<file path="src/rtl/aileron_pkg.sv">
// Shared types, angle limits and the valve decode equations for the aileron sequencer.
package aileron_pkg;

    typedef logic signed [3:0] ang_t;

    typedef enum logic [1:0] {
        IDLE = 2'd0,
        DEAD = 2'd1,
        MOVE = 2'd2
    } state_t;

    localparam ang_t ANG_MIN = -4'sd7;
    localparam ang_t ANG_MAX = 4'sd7;

    // Returns {v1e, v2e, v1d, v2d}.
    function automatic logic [3:0] decode(input ang_t a);
        logic b3, b2, b1, b0;
        {b3, b2, b1, b0} = a;
        decode[3] = b3 & (b0 | b1 | b2);
        decode[2] = ~b2 | (~b1 & ~b0);
        decode[1] = (~b3 & b2) | (~b2 & b0) | (~b2 & b1) | (b2 & ~b1 & ~b0);
        decode[0] = b2;
    endfunction

    function automatic ang_t clamp(input ang_t a);
        if (a < ANG_MIN) begin
            clamp = ANG_MIN;
        end else if (a > ANG_MAX) begin
            clamp = ANG_MAX;
        end else begin
            clamp = a;
        end
    endfunction

    function automatic logic signed [4:0] diff5(input ang_t a, input ang_t b);
        diff5 = $signed({a[3], a}) - $signed({b[3], b});
    endfunction

    function automatic logic signed [1:0] sgn(input logic signed [4:0] d);
        if (d == 5'sd0) begin
            sgn = 2'sb00;
        end else if (d[4]) begin
            sgn = 2'sb11;
        end else begin
            sgn = 2'sb01;
        end
    endfunction

endpackage

</file>
<file path="src/rtl/aileron_valve_dec.sv">
// Combinational valve decoder: angle -> {v1e, v2e, v1d, v2d}.
module aileron_valve_dec
    import aileron_pkg::*;
(
    input  logic signed [3:0] ang,
    output logic [3:0]        valves
);

    assign valves = decode(ang);

endmodule

</file>
<file path="src/rtl/aileron_ctrl.sv">
// Aileron slew sequencer: accepts a target angle, steps cur_ang toward it with dead time on reversal.
// Optional macro AILERON_CTRL_CENTER_EN adds a center_req input that retargets to 0.
module aileron_ctrl
    import aileron_pkg::*;
#(
    parameter int STEP_CYCLES = 4,
    parameter int DEAD_CYCLES = 2
) (
    input  logic              clk,
    input  logic              rst_n,
`ifdef AILERON_CTRL_CENTER_EN
    input  logic              center_req,
`endif
    input  logic              cmd_valid,
    input  logic signed [3:0] cmd_ang,
    output logic              cmd_ready,
    output logic signed [3:0] cur_ang,
    output logic              busy,
    output logic              done,
    output logic              v1e,
    output logic              v2e,
    output logic              v1d,
    output logic              v2d
);

    localparam int CNT_MAX = (STEP_CYCLES > DEAD_CYCLES) ? STEP_CYCLES : DEAD_CYCLES;
    localparam int CNT_W   = $clog2(CNT_MAX + 1);

    // state | meaning
    // IDLE  | at target, ready for a command
    // DEAD  | all valves closed before a direction reversal
    // MOVE  | stepping cur_ang one unit every STEP_CYCLES clocks
    state_t             state, state_nxt;
    ang_t               cur_nxt, target, target_nxt, new_tgt;
    logic signed [1:0]  last_dir, last_dir_nxt, dir, new_dir;
    logic signed [4:0]  diff, new_diff;
    logic [CNT_W-1:0]   cnt, cnt_nxt;
    logic               arrive, arrive_nxt, launch;
    logic [3:0]         dec_valves, valve_d, valves;

    always_ff @(posedge clk) begin
        if (!rst_n) begin
            state    <= IDLE;
            cur_ang  <= '0;
            target   <= '0;
            last_dir <= '0;
            cnt      <= '0;
            arrive   <= 1'b0;
            done     <= 1'b0;
            valves   <= 4'b0100;
        end else begin
            state    <= state_nxt;
            cur_ang  <= cur_nxt;
            target   <= target_nxt;
            last_dir <= last_dir_nxt;
            cnt      <= cnt_nxt;
            arrive   <= arrive_nxt;
            done     <= arrive;
            valves   <= valve_d;
        end
    end

    always_comb begin
        state_nxt    = state;
        cur_nxt      = cur_ang;
        target_nxt   = target;
        last_dir_nxt = last_dir;
        cnt_nxt      = cnt;
        arrive_nxt   = 1'b0;

        diff    = diff5(target, cur_ang);
        dir     = sgn(diff);
        new_tgt = clamp(cmd_ang);
        launch  = (state == IDLE) && cmd_valid;
`ifdef AILERON_CTRL_CENTER_EN
        // Centering wins over a simultaneous handshake, from any state.
        if (center_req) begin
            new_tgt = '0;
            launch  = 1'b1;
        end
`endif
        new_diff = diff5(new_tgt, cur_ang);
        new_dir  = sgn(new_diff);

        if (launch) begin
            target_nxt = new_tgt;
            cnt_nxt    = '0;
            if (new_diff == 5'sd0) begin
                state_nxt  = IDLE;
                arrive_nxt = 1'b1;
            end else if (last_dir != 2'sb00 && new_dir != last_dir) begin
                state_nxt = DEAD;
            end else begin
                state_nxt = MOVE;
            end
        end else begin
            unique case (state)
                IDLE: ;
                DEAD: begin
                    if (cnt == CNT_W'(DEAD_CYCLES - 1)) begin
                        state_nxt = MOVE;
                        cnt_nxt   = '0;
                    end else begin
                        cnt_nxt = cnt + CNT_W'(1);
                    end
                end
                MOVE: begin
                    if (cnt == CNT_W'(STEP_CYCLES - 1)) begin
                        cnt_nxt      = '0;
                        cur_nxt      = cur_ang + $signed({{2{dir[1]}}, dir});
                        last_dir_nxt = dir;
                        if (cur_nxt == target) begin
                            state_nxt  = IDLE;
                            arrive_nxt = 1'b1;
                        end
                    end else begin
                        cnt_nxt = cnt + CNT_W'(1);
                    end
                end
                default: state_nxt = IDLE;
            endcase
        end
    end

    aileron_valve_dec u_dec (
        .ang    (cur_nxt),
        .valves (dec_valves)
    );

    always_comb begin
        cmd_ready = (state == IDLE);
        busy      = (state != IDLE);
        valve_d   = (state_nxt == DEAD) ? 4'b0000 : dec_valves;
    end

    assign {v1e, v2e, v1d, v2d} = valves;

endmodule

</file>
<file path="config.mk">
export PLATFORM = sky130hd
export DESIGN_NAME = aileron_ctrl
export DESIGN_NICKNAME = d
export VERILOG_FILES = /design/src/rtl/aileron_pkg.sv /design/src/rtl/aileron_valve_dec.sv /design/src/rtl/aileron_ctrl.sv
export SDC_FILE = /design/constraint.sdc
export NUM_CORES = 1
export LEC_CHECK = 0
export CORE_ASPECT_RATIO = 0.8
export CORE_MARGIN = 3
export CORE_UTILIZATION = 49
export CTS_CLUSTER_SIZE = 12
export DETAILED_ROUTE_END_ITERATION = 16
export PLACE_DENSITY = 0.75
export SLEW_MARGIN = 20
export SYNTH_ARGS = -nofsm -noshare
export SYNTH_HDL_FRONTEND = slang
export SYNTH_SLANG_ARGS = --single-unit
export TNS_END_PERCENT = 1
</file>
<file path="constraint.sdc">
create_clock -name clk -period 3.7 [get_ports clk]
set_input_delay 0.74 -clock clk [delete_from_list [all_inputs] [get_ports clk]]
set_output_delay 0.74 -clock clk [all_outputs]
set_load 0.02 [all_outputs]
</file>
Word level (Yosys, flattened, before mapping)
Cells that the tools add are included.
{"block": "op_classes", "magnitude_cmp": 2, "bitwise": 19, "n_mux": 25, "addsub": 4, "eq_ne": 7, "n_reduce_logical": 11}
{"op": "$mux 2", "count": 10}
{"op": "$mux 4", "count": 5}
{"op": "$logic_not 5->1", "count": 2}
{"op": "$sub 4x4->5", "count": 2}
{"op": "$mux 3", "count": 3}
{"op": "$and 1x1->1", "count": 7}
{"op": "$not 1->1", "count": 6}
{"op": "$or 1x1->1", "count": 6}
{"op": "$pmux 2 s3", "count": 1}
{"op": "$pmux 3 s2", "count": 1}
{"op": "$reduce_bool 2->1", "count": 3}
{"op": "$mux 1", "count": 5}
{"op": "$add 4x2->4", "count": 1}
{"op": "$eq 2x1->1 const B", "count": 2}
{"op": "$eq 4x4->1", "count": 1}
{"op": "$gt 4x4->1 const B", "count": 1}
{"op": "$lt 4x4->1 const B", "count": 1}
{"op": "$reduce_or 2->1", "count": 2}
{"op": "$add 3x1->3 const B", "count": 1}
{"op": "$eq 3x1->1 const B", "count": 1}
{"op": "$eq 3x2->1 const B", "count": 1}
{"op": "$reduce_and 3->1", "count": 1}
{"op": "$eq 2x2->1 const B", "count": 1}
{"op": "$logic_and 1x1->1", "count": 2}
{"op": "2 further kinds", "count": 2}
{"block": "totals", "elab_cells": 77, "regBits": 21, "out_inout_bits": 11, "input_bits": 7}

Logic depth before layout (Yosys ltp)
Gate-level depths: netlist (run 1).
{"block": "depth", "word_depth": 13, "depth_mapped": 15, "mapped_depth_nobuf": 15}

Hierarchy
Synthesis (run 1) repeated with hierarchy kept, for this count alone.
{"block": "unflattened", "hier_cells": 181, "area_unflattened_um2": 1529.0}
{"module": "aileron_ctrl", "seq_area_each_um2": 420.4, "cells_each": 175, "area_each_um2": 1493.9, "n_inst": 1}
{"module": "aileron_valve_dec", "seq_area_each_um2": 0.0, "cells_each": 6, "area_each_um2": 35.0, "n_inst": 1}

Worst setup path after synthesis (run 1)
Ideal clock, no wire load.
{"block": "synth_path", "path_type": "register -> register", "startpoint": "reg cur_ang[1]", "endpoint": "reg valves[1]", "required_ns": 3.555, "path_stages_with_launch": 15, "n_path_buf": 0, "setup_ns": 0.145, "slack_ns": 0.019, "synth_period_minus_slack_ns": 3.681, "arrival_ns": 3.536, "cell_sequence": "dfxtp_1 -> inv_1 -> ha_1 -> a21oi_1 -> o21bai_1 -> mux2_2 -> nand4_1 -> ha_1 -> fa_1 -> xnor2_1 -> xnor2_1 -> nor3_1 -> nand4_1 -> a222oi_1 -> a211oi_1"}
{"block": "synth_via", "elab_chain_len": 12, "elab_cells_between_ends": 35, "cone_classes": "3 x add/sub; 3 x eq/ne; 13 x mux; 12 x bitwise; 4 x reduce/logical"}
{"element": "from (decl)", "line_no": "aileron_ctrl.sv:17", "source": "output logic signed [3:0] cur_ang,"}
{"element": "from (signal assigned)", "line_no": "aileron_ctrl.sv:53", "source": "cur_ang <= cur_nxt;"}
{"element": "$sub 4x4->5 (*)", "line_no": "aileron_pkg.sv:36", "source": "diff5 = $signed({a[3], a}) - $signed({b[3], b});"}
{"element": "$logic_not 5->1 (*)", "line_no": "aileron_pkg.sv:40", "source": "if (d == 5'sd0) begin"}
{"element": "$mux 2 (*)", "line_no": "aileron_pkg.sv:40"}
{"element": "via dir[0]", "line_no": "aileron_ctrl.sv:35", "source": "logic signed [1:0] last_dir, last_dir_nxt, dir, new_dir;"}
{"element": "$add 4x2->4 (*)", "line_no": "aileron_ctrl.sv:110", "source": "cur_nxt = cur_ang + $signed({{2{dir[1]}}, dir});"}
{"element": "parallel branches: the longest is 8 deep, another holds $eq 4x4->1"}
{"element": "to (signal assigned)", "line_no": "aileron_ctrl.sv:59", "source": "valves <= valve_d;"}
{"element": "to (decl)", "line_no": "aileron_ctrl.sv:39", "source": "logic [3:0] dec_valves, valve_d, valves;"}
Mark *: on every way through the listed nets, which the timed path passes.
A chain may end at the register's enable or synchronous reset.

Worst setup path in the final report (run 1)
{"block": "layout_path", "startpoint": "reg cur_ang[1]", "endpoint": "reg valves[3]"}
{"block": "layout_via", "elab_chain_len": 11, "elab_cells_between_ends": 26, "cone_classes": "3 x add/sub; 3 x eq/ne; 13 x mux; 3 x bitwise; 4 x reduce/logical"}
{"element": "$sub 4x4->5 (*)", "line_no": "aileron_pkg.sv:36"}
{"element": "$logic_not 5->1 (*)", "line_no": "aileron_pkg.sv:40"}
{"element": "$mux 2 (*)", "line_no": "aileron_pkg.sv:40"}
{"element": "via dir[0]", "line_no": "aileron_ctrl.sv:35"}
{"element": "$add 4x2->4 (*)", "line_no": "aileron_ctrl.sv:110"}
{"element": "$eq 4x4->1", "line_no": "aileron_ctrl.sv:112", "source": "if (cur_nxt == target) begin"}
{"element": "$mux 2", "line_no": "aileron_ctrl.sv:112"}
{"element": "$mux 2", "line_no": "aileron_ctrl.sv:108", "source": "if (cnt == CNT_W'(STEP_CYCLES - 1)) begin"}
{"element": "$pmux 2 s3", "line_no": "aileron_ctrl.sv:97", "source": "unique case (state)"}
{"element": "$mux 2", "line_no": "aileron_ctrl.sv:85", "source": "if (launch) begin"}
{"element": "$eq 2x1->1", "line_no": "aileron_ctrl.sv:133", "source": "valve_d = (state_nxt == DEAD) ? 4'b0000 : dec_valves;"}
{"element": "$reduce_or 2->1 (no line)"}
Mark *: on every way through the listed nets, which the timed path passes. The rest lies on a longest branch.

==> run summary, run 1 <==
Cell with the most instances after synthesis: sky130_fd_sc_hd__nand2_1. At the end of routability-driven placement, the weighted congestion stood at 0.813. Yosys printed 0 warnings. In the synthesized netlist the dominant register cell turns out to be sky130_fd_sc_hd__dfxtp_1. For this run, the total global-route usage over all layers was measured as 20.2%.

Setup total negative slack on the finished layout was measured at 0 ns. Global routing finished with a remaining overflow of 0. In the synthesized netlist, mux cells make up 2.24% of the area. In the routed layout, each cell is associated on average with a via count of 5.58. Pin placement for this block handled 18 I/O pins. Entering global routing, the biggest net connects 18 pins. Setup violations remaining at the end of the flow were counted as 0. The parity-gate share of the synthesized area counting xor and xnor cells is 6.03%. The tools report the worst clock skew as 0.00348 ns. The HPWL after detailed placement is 2580 um. The met3 routing resource usage after global routing is 4.31%, and the share of the synthesized area in compound gates (AO/OA/AOI/OAI) is 21.0%. The synthesized design devotes to its leading area cell type 28.9% of total area. For the wire length of the first global-routing pass, the log shows 5520 um. The tree built by TritonCTS fans out to 21 sinks.

For the worst-skew pair, the clock arrives at the later sink with an insertion delay of 0.26 ns. The first routing iteration left 74 violations. The met1 demand-to-capacity share in global routing is 25.5%, and the overall die width is 66.9 um. Measured along the y axis, the die boundary spans 54.7 um. The global routing stage identified its most utilized layer as met2.

The synthesized design contains 0 enable-type register cells. The peak supply drop was 276 uV. Clock-pin slew was measured on the worst setup and hold paths at 0.07 ns. First-pass iteration count of the detailed router: 5. The run gives 0 as the number of violations of the max-capacitance limit. After floorplanning, the core was divided into 17 placement rows.

In the final routed layout, each cell accounts on average for 14.2 um. In this run, post-CTS hold repair placed 0 buffers. The area of the mapped netlist is 1450 sq um, and the number of nets in the final layout is 221. The time the worst path needs with I/O delays and setup is 3.48 ns. STA classifies the critical path endpoint as a flop. For the maximum root-to-sink buffer count, the log shows 2. For this run, global-route usage on met2 was measured as 35.9%. Counting every net in the synthesized netlist gives 197. The root cell of the clock tree is sky130_fd_sc_hd__clkbuf_8. After synthesis, the share of flip-flops with an asynchronous set or reset is 0%. For the pin with the worst max-slew slack, the measured transition is 0.608 ns. After layout, the worst path uses 94.1% of the clock period. The fraction of the mapped netlist area in simple logic gates came out at 18.9%. By area the synthesized netlist is led by sky130_fd_sc_hd__dfxtp_1 29%, sky130_fd_sc_hd__ha_1 16%, sky130_fd_sc_hd__nand2_1 5.7%, sky130_fd_sc_hd__xnor2_1 4.8%, sky130_fd_sc_hd__inv_1 4.1%.

TritonCTS built the clock tree. For this run, design rule violations remaining after detail routing come to 0. Relative to the synthesized area, the layout overhead comes to 21.9%.

In this run the mean area of a mapped cell was 8.54 sq um. The worst relative slew slack was 58.4%; the fraction of layout instances using a drive strength above 1 was 9.84%. The run finished with clean final reports. After synthesis, the largest family of logic cells by area is compound AO/OA/AOI/OAI gates. The via count of the first global-routing pass is 1223, and the number of antenna violations at the first check in global routing is 0. In this run, synthesis produced a sequential element count of 21. The category of the critical setup timing path was reg -> reg. STA classifies the critical path startpoint as a flop. The power per cell area was 278 nW/um^2. For the number of levels the H-tree was split into, the log shows 1.

The biggest fanout along the worst timing path works out to 4. The commonest cells after synthesis are 22 x sky130_fd_sc_hd__nand2_1, 21 x sky130_fd_sc_hd__dfxtp_1, 19 x sky130_fd_sc_hd__ha_1. Once routing completed, OpenROAD measured the worst setup slack at 0.218 ns. The post-synthesis instance total came out at 170. The most area-hungry cell type in the Yosys netlist is sky130_fd_sc_hd__dfxtp_1. Sequential cells were found to cover 28.9% of the synthesized design area. The synthesized netlist devotes 17.7% of its cell area to adder and majority cells.

The number of antenna cells inserted is 0, and the count of buffers inserted at the top-level ports is 17. The logs give 0 for the final number of max-transition violations and 0 for the number of nets with antenna violations after routing. The distinct cell type count after synthesis is 44. For the total wirelength of the detailed-routed design, the log shows 3290 um. The worst slack at placement was -0.0258 ns; the via count was 1289. Data on the critical path is required at its endpoint by 3.82 ns. Data arrives at the worst endpoint at 3.61 ns.

The type of the tightest min-delay check is reg -> reg. Initial cell density of the core: 52.1%. In this run, CTS created clock tree buffers numbering 3. The region available for standard cell placement spans 2790 sq um.

The floorplan step defined a die boundary enclosing 3660 sq um. Summed over all cells, the static leakage comes to 0.751 nW. Static timing analysis puts the maximum clock frequency at 287 MHz.

For the number of hold-slack violations in the final timing report, the log shows 0.
worst max-delay path, stage by stage, from the launching register on:
cell and delay (ns):
sky130_fd_sc_hd__dfxtp_1 0.33, sky130_fd_sc_hd__inv_1 0.06, sky130_fd_sc_hd__ha_1 0.31, sky130_fd_sc_hd__a21oi_1 0.20, sky130_fd_sc_hd__o21bai_1 0.10, sky130_fd_sc_hd__mux2_2 0.23, sky130_fd_sc_hd__nand4_1 0.13, sky130_fd_sc_hd__ha_1 0.25
sky130_fd_sc_hd__fa_1 0.52, sky130_fd_sc_hd__xor2_1 0.18, sky130_fd_sc_hd__nor3_2 0.24, sky130_fd_sc_hd__nand4_1 0.16, sky130_fd_sc_hd__a222oi_1 0.37, sky130_fd_sc_hd__buf_4 0.19, sky130_fd_sc_hd__nor3b_1 0.05
final timing paths:
kind,startpoint,slack [ns],depth (start not counted),to
setup / recovery,cur_ang[1]$_SDFF_PN0_,0.22,14,valves[3]$_SDFF_PP0_
hold / removal,arrive$_SDFF_PN0_,0.43,1,done$_SDFF_PN0_
setup reg to reg,cur_ang[1]$_SDFF_PN0_,0.22,14,valves[3]$_SDFF_PP0_
hold reg to reg,arrive$_SDFF_PN0_,0.43,1,done$_SDFF_PN0_
through the flow:
step | std cells | hold slack (ns) | power [mW] | util [%] | area [sq um]
6_report | 231 | 0.434 | 0.492 | 63.5 | 1770
5_1_grt | 231 | 0.485 | 0.516 | 63.5 | 1770
4_1_cts | 231 | 0.437 | 0.489 | 62.7 | 1750
3_5_place_dp | 226 | 0.419 | 0.344 | 60.8 | 1690
3_3_place_gp | 226 | 0.416 | 0.341 | 60.8 | 1690
2_1_floorplan | 170 | 0.412 | 0.313 | - | 1450
sequential cells by signal (all words and copies together) (netlist names):
| register | flops |
|---|---|
| last_dir | 2 |
| state | 2 |
| arrive | 1 |
| cnt | 3 |
| target | 4 |
| cur_ang | 4 |
| done | 1 |
| valves | 4 |
layout by cell type (no fill, tap or decap), types with 3 or more instances in the layout:
cell type                         instances
sky130_fd_sc_hd__inv_1                   16
sky130_fd_sc_hd__clkbuf_8                 3
sky130_fd_sc_hd__o21ai_0                  6
sky130_fd_sc_hd__clkdlybuf4s50_1         17
sky130_fd_sc_hd__nor2b_1                  4
sky130_fd_sc_hd__dfxtp_1                 21
sky130_fd_sc_hd__ha_1                    19
sky130_fd_sc_hd__o211a_1                  3
sky130_fd_sc_hd__a21oi_1                  5
sky130_fd_sc_hd__buf_4                    6
sky130_fd_sc_hd__nor2_1                  12
sky130_fd_sc_hd__nand2_1                 22
sky130_fd_sc_hd__xnor2_1                  6
sky130_fd_sc_hd__and2_1                   4
sky130_fd_sc_hd__a21boi_0                 6
layout make-up:
type	instances	area (sq um)
inverters	16	60.1
well taps	38	47.5
clock buffers	3	41.3
clock inverters	1	5.00
flip-flops and latches	21	420
multi-input cells	129	981
fillers	244	1020
repair buffers	23	215
cells by family after synthesis:
| kind of cell | count (synthesis) |
|---|---|
| XOR/XNOR | 10 |
| AND/OR/NAND/NOR | 56 |
| adder cells (fa/ha/maj) | 20 |
| flip-flops | 21 |
| AO/OA/AOI/OAI | 40 |
| buffers and inverters | 20 |
| multiplexers | 3 |
power by group:
| part | internal (mW) | total, mW | switching [mW] |
|---|---|---|---|
| Sequential | 0.231 | 0.237 | 0.00586 |
| Clock | 0.0749 | 0.146 | 0.0709 |
| Combinational | 0.0497 | 0.110 | 0.0600 |
layer usage:
metal  part of all wire, %  vias up
met5                     0        -
met4                  0.36        0
met3                   5.3        2
met2                    50       33
met1                    44      612
li1                      -      642
what timing repair did:
| item | CTS | global route |
|---|---|---|
| hold endpoints to repair | 0 | 0 |
| gates resized for setup | 0 | 4 |
| pin swaps | 1 | 2 |
| endpoints found under the setup margin | 4 | 4 |
| buffers inserted | 1 | 0 |
No activity file was read; power rests on OpenSTA's default activity.
==> run 2, diff against run 1 <==
Settings changed: CORE_UTILIZATION 49 to 52, DONT_BUFFER_PORTS from default to 1, PLACE_DENSITY 0.75 to 0.7, SLEW_MARGIN 20 to default.
==> run 2 against run 1 <==
  * Fmax up 1.5%
  * Critical path depth increased by 1
  * Critical endpoint is now valves[1]$_SDFF_PP0_
  * Die area down 5.2%
  * Hold slack improved by 0.015 ns
  * Core utilization decreased by 0.74 points
  * Global-route usage grew 0.082 points
  * Largest cell class unchanged
==> run summary, run 2 (synthesized netlist as in run 1, its figures left out) <==
The vertical die dimension is 53.3 um. For this design, the CTS-stage hold fixing added 0 buffers. With fillers left out, the area of the finished cells amounts to 1600 sq um. The post-detailed-route via-to-cell ratio is 5.70, and the worst slack at placement is 0.214 ns.

Hold timing on the final database bottoms out at a slack of 0.449 ns. In the layout the commonest cells are 22 x sky130_fd_sc_hd__nand2_1, 21 x sky130_fd_sc_hd__dfxtp_1, 19 x sky130_fd_sc_hd__ha_1. Post-route DRC violation count: 0. The fraction of layout instances using a drive strength above 1 was 11.8%. The number of failing setup endpoints in the final timing report is 0, and the wire length of the first global-routing pass is 5350 um.

The area enclosed by the die boundary came out at 3470 sq um. The final cycle utilization of the critical path is 92.7%. The first detailed-routing pass ran for 4 iterations. In the final routed layout, each cell accounts on average for 14.8 um.

The run gives 0 as the post-cts resize count. Clock-pin slew was measured on the worst setup and hold paths at 0.11 ns. In this run the tightest slew margin relative to its limit is 59.2%.

The worst setup path is captured at a flop. The number of levels the H-tree was split into was 1; the worst clock skew was 0.00280 ns. The power per cell area was 279 nW/um^2. The tool flagged a number of max-cap violations equal to 0. The tools report the total power of the final layout as 446 uW. STA classifies the critical path startpoint as a flop.

The peak supply drop is 229 uV. The run gives 21 as the number of clock sinks. In this run the static leakage power is 0.690 nW.

The pin count of the biggest net entering global routing came out at 18. The setup slack on the worst flop-to-flop path is 0.27 ns, and the number of nets in the final layout is 206. Adding up every negative setup slack in the final design gives 0 ns. Count of cells along the worst hold path: 1.

The largest single stage delay on the critical path is 0.41 ns. Via count of the first global-routing pass: 1137. The longest clock path from root to sink contains 2 buffers. For this block, the routed nets add up to 3160 um of wire. The largest registers in the layout are cur_ang: 4 flops, target: 4 flops, valves: 4 flops. The number of hold-slack violations in the final timing report came out at 0. The path with the worst hold slack has its endpoint at done$_SDFF_PN0_. The total area inside the core boundary comes to 2540 sq um. The logs give 0 for the number of antenna violations at the first check in global routing and 57.1% for the initial cell density of the core. The number of placement rows is 16, and the overall die width is 65.1 um.

TritonCTS built the clock tree. The number of antenna diodes in the final layout is 0. Counting cells, the worst reg-to-reg path comes to 15. At the end of routability-driven placement, the weighted congestion stood at 0.887. The biggest fanout along the worst timing path is 4, and the total routing usage reported by global routing is 20.3%. For the number of post-CTS setup repair buffers, the log shows 0.

The number of clock buffers added by TritonCTS is 3. Traced cell by cell, the critical path runs through inv_1 > ha_1 > a21oi_2 > o21bai_1 > mux2_2 > nand4_1 > ha_1 > fa_1 > xnor2_2 > xnor2_1 > nor3_2 > nand4_1 > a222oi_1 > buf_4 > a211oi_1. The total congestion overflow came out at 0. Detailed placement finished with a half-perimeter wire length of 2590 um. The startpoint identified for the worst register-to-register timing path is cur_ang[1]$_SDFF_PN0_. The count of buffers inserted at the top-level ports was 0. The run finished with clean final reports. The worst setup path is of the reg -> reg kind. The clock reaches the later pin of the worst-skew pair after 0.31 ns. At the pin with the least slew margin, the transition time is 0.596 ns.

Final number of max-transition violations: 0. The library cell used most frequently in the layout, excluding fill and tap cells, is sky130_fd_sc_hd__nand2_1. Launch point of the worst hold path: arrive$_SDFF_PN0_. In this run, the number of DRC markers left after iteration 0 of detailed routing was 50.

The slowest stage of the critical path belongs to the cell sky130_fd_sc_hd__fa_1. The number of placed I/O pins was 18. For the finished layout, the period the worst path requires is 3.43 ns. The count of nets left with antenna violations once routing finished came out at 0. The area growth from synthesis to layout is 9.91%. After layout, the worst setup slack is 0.270 ns.

The tools report the worst flop-to-flop path endpoint as valves[1]$_SDFF_PP0_. STA puts the critical path data arrival time at 3.62 ns. The via count came out at 1219. The tightest min-delay check is of the reg -> reg type. In this run the clock root is driven by a sky130_fd_sc_hd__clkbuf_4. The tools report the maximum clock frequency as 292 MHz. The run gives 3.89 ns as the worst endpoint required time. Standard cell area after detailed placement: 1540 sq um.
==> run 2: cell count changes in the layout (fill, tap and decap cells not counted), moves of 2 or more <==
cell                              delta
sky130_fd_sc_hd__clkbuf_8            -3
sky130_fd_sc_hd__clkdlybuf4s50_1    -17
sky130_fd_sc_hd__buf_4               +2
sky130_fd_sc_hd__clkbuf_4            +3
==> run 2: layout make-up <==
cell class	count	area, sq um
clock buffer	4	26.3
fill	228	946
inverter	16	60.1
multi-input combinational	129	985
sequential	21	420
tap	36	45.0
timing repair buffer	8	60.1
==> run 2: per-layer routing <==
| layer | part of all wire, % | vias to the layer above | GRT usage [%] |
|---|---|---|---|
| li1 | - | 609 | - |
| met1 | 49 | 568 | 28.0 |
| met2 | 44 | 38 | 32.6 |
| met3 | 5.7 | 4 | 5.10 |
| met4 | 0.73 | 0 | 3.45 |
| met5 | 0 | - | 0 |
==> run 2: worst max path at each step <==
stage                               start              endpoint  slack (ns)
floorplan           cur_ang[1]$_SDFF_PN0_  valves[1]$_SDFF_PP0_        0.02
global placement    cur_ang[1]$_SDFF_PN0_  valves[1]$_SDFF_PP0_        0.32
detailed placement  cur_ang[1]$_SDFF_PN0_  valves[1]$_SDFF_PP0_        0.21
CTS                 cur_ang[1]$_SDFF_PN0_  valves[1]$_SDFF_PP0_        0.19
global route        cur_ang[1]$_SDFF_PN0_  valves[1]$_SDFF_PP0_      -0.005
finish              cur_ang[1]$_SDFF_PN0_  valves[1]$_SDFF_PP0_        0.27
==> run 2: power by group <==
| group | total [mW] | internal (mW) | switching, mW |
|---|---|---|---|
| logic | 0.0971 | 0.0423 | 0.0548 |
| registers | 0.237 | 0.231 | 0.00573 |
| clock network | 0.112 | 0.0422 | 0.0694 |
| total | 0.446 | 0.316 | 0.130 |
==> run 2: worst max-delay path, delay by kind of cell (launching register included) <==
kind                       cells  cell delay [ns]
buffers and inverters          2             0.25
DFF                            1             0.35
xor gates and xnor gates       2             0.35
AOI/OAI and AO/OA              4             0.67
and+or+nand+nor                3             0.51
muxes                          1             0.22
adders and majority gates      3             0.97
==> run 2: stage by stage <==
stage               cells  util (%)
floorplan             170         -
global placement      210      60.7
detailed placement    210      60.7
CTS                   214      61.7
global route          214      62.8
finish                214      62.8
